--- src/rtl/mem_port_arbiter.sv ---
// Two-requester arbiter (IF fetch vs MEM load/store) for one fixed-latency synchronous memory.
// Data requests win by default; a starvation counter forces an IF grant after STARVE_MAX data grants.
module mem_port_arbiter #(
    parameter int MEM_LAT    = 1,
    parameter int STARVE_MAX = 4
) (
    input  logic        clk,
    input  logic        rst,
    input  logic        if_req,
    input  logic [31:0] if_addr,
    output logic [31:0] if_rdata,
    output logic        if_ready,
    input  logic        d_req,
    input  logic        d_we,
    input  logic [31:0] d_addr,
    input  logic [31:0] d_wdata,
    output logic [31:0] d_rdata,
    output logic        d_ready,
    output logic        mem_en,
    output logic        mem_we,
    output logic [31:0] mem_addr,
    output logic [31:0] mem_wdata,
    input  logic [31:0] mem_rdata,
    output logic        stall_if,
    output logic        stall_mem,
    output logic        busy
);

    typedef enum logic [1:0] {IDLE, WAIT, RESP} state_t;

    localparam logic [3:0] LAT_INIT   = 4'(MEM_LAT);
    localparam logic [3:0] STARVE_LIM = 4'(STARVE_MAX);

    state_t     state, next_state;
    logic       owner_d;
    logic       acc_we;
    logic [3:0] lat_cnt;
    logic [3:0] starve_cnt;
    logic       grant_req;
    logic       grant_if;
    logic       capture;

    always_ff @(posedge clk) begin
        if (rst) state <= IDLE;
        else     state <= next_state;
    end

    // mem_en is still high only in the first WAIT cycle, so the countdown starts one cycle later;
    // that lands the capture on the cycle where the memory drives valid read data.
    always_comb begin
        next_state = state;
        grant_req  = 1'b0;
        grant_if   = 1'b0;
        capture    = 1'b0;
        case (state)
            IDLE: begin
                if (if_req || d_req) begin
                    grant_req  = 1'b1;
                    grant_if   = if_req && (!d_req || (starve_cnt == STARVE_LIM));
                    next_state = WAIT;
                end
            end
            WAIT: begin
                if (!mem_en && (lat_cnt == 4'd1)) begin
                    capture    = 1'b1;
                    next_state = RESP;
                end
            end
            RESP:    next_state = IDLE;
            default: next_state = IDLE;
        endcase
    end

    always_ff @(posedge clk) begin
        if (rst) begin
            owner_d    <= 1'b0;
            acc_we     <= 1'b0;
            lat_cnt    <= 4'd0;
            starve_cnt <= 4'd0;
            mem_en     <= 1'b0;
            mem_we     <= 1'b0;
            mem_addr   <= 32'd0;
            mem_wdata  <= 32'd0;
            if_rdata   <= 32'd0;
            d_rdata    <= 32'd0;
        end else begin
            if (grant_req) begin
                mem_en  <= 1'b1;
                owner_d <= !grant_if;
                lat_cnt <= LAT_INIT;
                if (grant_if) begin
                    mem_we     <= 1'b0;
                    mem_addr   <= if_addr;
                    mem_wdata  <= 32'd0;
                    acc_we     <= 1'b0;
                    starve_cnt <= 4'd0;
                end else begin
                    mem_we    <= d_we;
                    mem_addr  <= d_addr;
                    mem_wdata <= d_wdata;
                    acc_we    <= d_we;
                    if (if_req && (starve_cnt < STARVE_LIM))
                        starve_cnt <= starve_cnt + 4'd1;
                end
            end else if (state == WAIT) begin
                mem_en <= 1'b0;
                mem_we <= 1'b0;
                if (!mem_en && !capture)
                    lat_cnt <= lat_cnt - 4'd1;
                if (capture && !acc_we) begin
                    if (owner_d) d_rdata  <= mem_rdata;
                    else         if_rdata <= mem_rdata;
                end
            end
        end
    end

    assign if_ready  = (state == RESP) && !owner_d;
    assign d_ready   = (state == RESP) && owner_d;
    assign stall_if  = if_req & ~if_ready;
    assign stall_mem = d_req & ~d_ready;
    assign busy      = (state != IDLE);

endmodule

--- config.mk ---
export PLATFORM = sky130hd
export DESIGN_NAME = mem_port_arbiter
export DESIGN_NICKNAME = d
export VERILOG_FILES = /design/src/rtl/mem_port_arbiter.sv
export SDC_FILE = /design/constraint.sdc
export NUM_CORES = 1
export LEC_CHECK = 0
export CAP_MARGIN = 30
export CORE_MARGIN = 4
export CORE_UTILIZATION = 38
export CTS_CLUSTER_DIAMETER = 50
export CTS_CLUSTER_SIZE = 24
export DETAILED_ROUTE_END_ITERATION = 8
export HOLD_SLACK_MARGIN = 0.06
export PLACE_DENSITY = 0.84
export SLEW_MARGIN = 20
export SYNTH_ARGS = -nofsm -noshare
export SYNTH_HDL_FRONTEND = slang
export SYNTH_SLANG_ARGS = --single-unit
--- constraint.sdc ---
create_clock -name clk -period 4.6 [get_ports clk]
set_clock_uncertainty 0.1 [all_clocks]
set_input_delay 0.46 -clock clk [delete_from_list [all_inputs] [get_ports clk]]
set_output_delay 0.46 -clock clk [all_outputs]
set_load 0.01 [all_outputs]
==> summary.md <==
| Metric | Value |
|---|---|
| Status | `completed` |
| Setup Viol. Count Final | `0` |
| Worst R2R Path Depth | `5` |
| Via count | `slightly below 5k` |
| Antenna violations before repair | `0` |
| Clock buffer count from CTS | `17` |
| Syn Inst Count | `between 500 and 600` |
| Dominant synthesized flop cell | `dfxtp_1` |
| Post-DP Area | `about 8000 um2` |
| P&R area growth vs syn | `64.6%` |
| Latest clock arrival within the worst-skew pair | `0.41 ns` |
| Hold/Removal Path Class | `flop to flop` |
| Tmin final | `about 2.6 ns` |
| Port Buf Inserts | `about 270` |
| Overall Global Routing Usage | `0.192` |
| Final period util | `0.568` |
| Worst reg2reg path endpoint | `mem_addr[27]` |
| Synth Register Bits | `around 140` |
| GPL Wtd Cong | `around 0.8` |
| Register area | `2840 um2` |
| Mapped Avg Cell Area | `9.67 um2` |
| Post-synth EDFFs | `0` |
| Worst-case vdd ir drop | `approximately 0.00027 V` |
| Yosys warns | `0` |
| Worst hold path startpoint | `d_rdata[10]` |
| Power Density | `~370 nW/um2` |
| Data required time at the worst endpoint | `roughly 4.8 ns` |
| Total Wirelength | `around 15000 um` |
| Worst Hold Depth | `2` |
| Area of the multi-input gates | `~2200 um2` |
| Unrepaired setup endpoints after global routing | `no` |
| Critical path class | `input pin to flop` |
| Worst r2r src | `state[0]` |
| Max cap viols | `0` |
| FF-to-FF setup slack | `between 2 and 2.5 ns` |
| Worst Max-Slew Pin Slew | `between 0.7 and 0.8 ns` |
| Postcts setup bufs | `0` |
| DRC Markers | `0` |
| Die X | `around 130 um` |
| Synth unique cells | `37` |
| Antenna cell count | `0` |
| Clk sinks | `between 100 and 150` |
| Routed WL per cell | `around 16 um` |
| Antenna Nets Post-Route | `0` |
| Clock transition at path regs | `approximately 0.06 ns` |
| Largest net degree at the start of global routing | `75` |
| CP Max Fanout | `34` |
| Startpoint types | `input pin` |
| Total Die Area | `~16000 um2` |
| Hold-fix buffers, CTS | `0` |
| Worst-case clock buffer depth | `2` |
| FILL cells | `~1.1k` |
| First-pass GRT wire length | `24300 um` |
| Top-Level Pins | `~270` |
| Max-slew violation count | `0` |
| Finished Cell Area | `8570 um2` |
| Util after Layout | `0.642` |
| Data arrival time of the worst path | `2.85 ns` |
| Worst setup margin | `1.99 ns` |
| Vias in the first global route | `roughly 4.8k` |
| CTS tree | `built` |
| Crit. End Element | `flop` |
| Fin. Hold Viols | `0` |
| FMAX | `~0.38 GHz` |
| Iter 0 DRT Violations | `between 150 and 200` |
| Die height | `125 um` |
| Synth async-reset ratio | `0` |
| Core Area | `around 13000 um2` |
| Pre-CTS setup slack | `~1.6 ns` |
| Final HPWL DP | `around 11000 um` |
| Avg Vias per Cell | `just under 5` |
| H-tree levels | `4` |
| Nets | `roughly 930` |
| Grt total ovfl | `0` |
| Ratio of cells with drive above 1 in the final layout | `0.0808` |
| WHS Endpoint | `d_rdata[10]` |
| Placement Rows | `42` |
| Seq/Total Area, Yosys | `0.546` |
| Syn Nets | `~680` |
| Root Driver | `clkbuf_16` |
| Leak | `3.02 nW` |
| CTS resizes | `0` |
| TritonRoute pass-1 iters | `4` |
| TNS Setup | `0 ns` |
| Slew headroom | `0.476` |
| Synthesized area | `~5200 um2` |
| Initial Util | `0.390` |
power by group:
part / internal, W / total, W / switching, W
Sequential: 0.00131 / 0.00135 / 0.0000486
Clock: 0.000822 / 0.00134 / 0.000516
Combinational: 0.000292 / 0.000506 / 0.000214
cell families after synthesis:
family | after synthesis | share of synthesized area
AOI/OAI and AO/OA | 142 | 0.185
xor gates and xnor gates | 3 | 0.00505
adders and majority gates | 4 | 0.00962
buffers and inverters | 48 | 0.0435
DFF | 142 | 0.546
muxes | 32 | 0.0615
and+or+nand+nor | 167 | 0.149
routing by layer:
metal	track usage	vias up	routed length, um
met5	0	-	0
met4	0.0727	0	308
met3	0.0836	23	1420
met2	0.319	203	7390
met1	0.219	2199	6340
li1	-	2387	-
how the worst max path moves through the flow:
stage | from | to | slack (ns) | cells after the start
2_1_floorplan | lat_cnt[0] | if_rdata[0] | 2.58 | 7
3_3_place_gp | d_req | mem_addr[14] | 1.64 | 5
3_5_place_dp | d_req | mem_addr[9] | 1.57 | 5
4_1_cts | d_req | mem_addr[27] | 2.01 | 5
5_1_grt | d_req | mem_addr[24] | 1.77 | 5
6_report | d_req | mem_addr[27] | 1.99 | 5
layout by cell type (no fill, tap or decap), types with 2 or more instances in the layout:
| cell | instances |
|---|---|
| nor4b_1 | 3 |
| nand2_2 | 20 |
| nor2_1 | 5 |
| a21oi_1 | 70 |
| xnor2_1 | 3 |
| clkinv_2 | 3 |
| o2bb2ai_1 | 32 |
| mux2i_1 | 32 |
| a22o_1 | 32 |
| nor3b_1 | 3 |
| nor3_1 | 4 |
| buf_4 | 8 |
| nand3_1 | 2 |
| nand2_1 | 113 |
| clkbuf_1 | 2 |
| inv_1 | 7 |
| clkdlybuf4s50_1 | 266 |
| clkinvlp_4 | 4 |
| clkbuf_16 | 17 |
| clkbuf_8 | 2 |
| o21ai_0 | 3 |
| nand2b_1 | 2 |
| or3_1 | 3 |
| dfxtp_1 | 142 |
| bufinv_16 | 2 |
| ha_1 | 4 |
| nor2b_1 | 3 |
metrics by stage:
| step | hold WS, ns | cells | total power [W] |
|---|---|---|---|
| final | 0.348 | 980 | 0.00320 |
| after global routing | 0.355 | 980 | 0.00332 |
| after CTS | 0.352 | 979 | 0.00323 |
| after detailed placement | 0.344 | 948 | 0.00189 |
| after global placement | 0.338 | 948 | 0.00188 |
| after floorplan | 0.376 | 538 | 0.00158 |
flip-flops by register name (all words and copies together) (netlist names):
name and flops:
if_rdata 32, mem_en 1, owner_d 1, mem_addr 32
starve_cnt 4, d_rdata 32, mem_wdata 32, state 2
acc_we 1, lat_cnt 4, mem_we 1
critical path: stages:
cell,delay (ns)
clkdlybuf4s50_1,0.54
o21ai_0,0.48
nor2b_4,0.73
buf_4,0.45
o2bb2ai_1,0.17
final cells by class:
cell class	instances	area share
Clock buffer	21	0.0538
Sequential cell	142	0.332
Clock inverter	10	0.0133
Multi-Input combinational cell	348	0.253
Timing Repair Buffer	276	0.320
Inverter	7	0.00307
Tap cell	176	0.0257
synthesized netlist by cell type, drive strengths merged (3+ instances only):
cell type | instances | share of area
nor2b | 4 | 0.0048
xnor2 | 3 | 0.0050
o21ai | 4 | 0.0038
dfxtp | 142 | 0.55
nor3b | 3 | 0.0043
ha | 4 | 0.0096
buf | 20 | 0.023
nand2 | 133 | 0.11
nor4b | 3 | 0.0050
clkbuf | 21 | 0.015
a22o | 32 | 0.054
or3 | 3 | 0.0036
mux2i | 32 | 0.062
nor3 | 4 | 0.0038
nor2 | 5 | 0.0036
inv | 7 | 0.0050
a21oi | 70 | 0.067
o2bb2ai | 32 | 0.054
(Power assumes the default switching activity.)
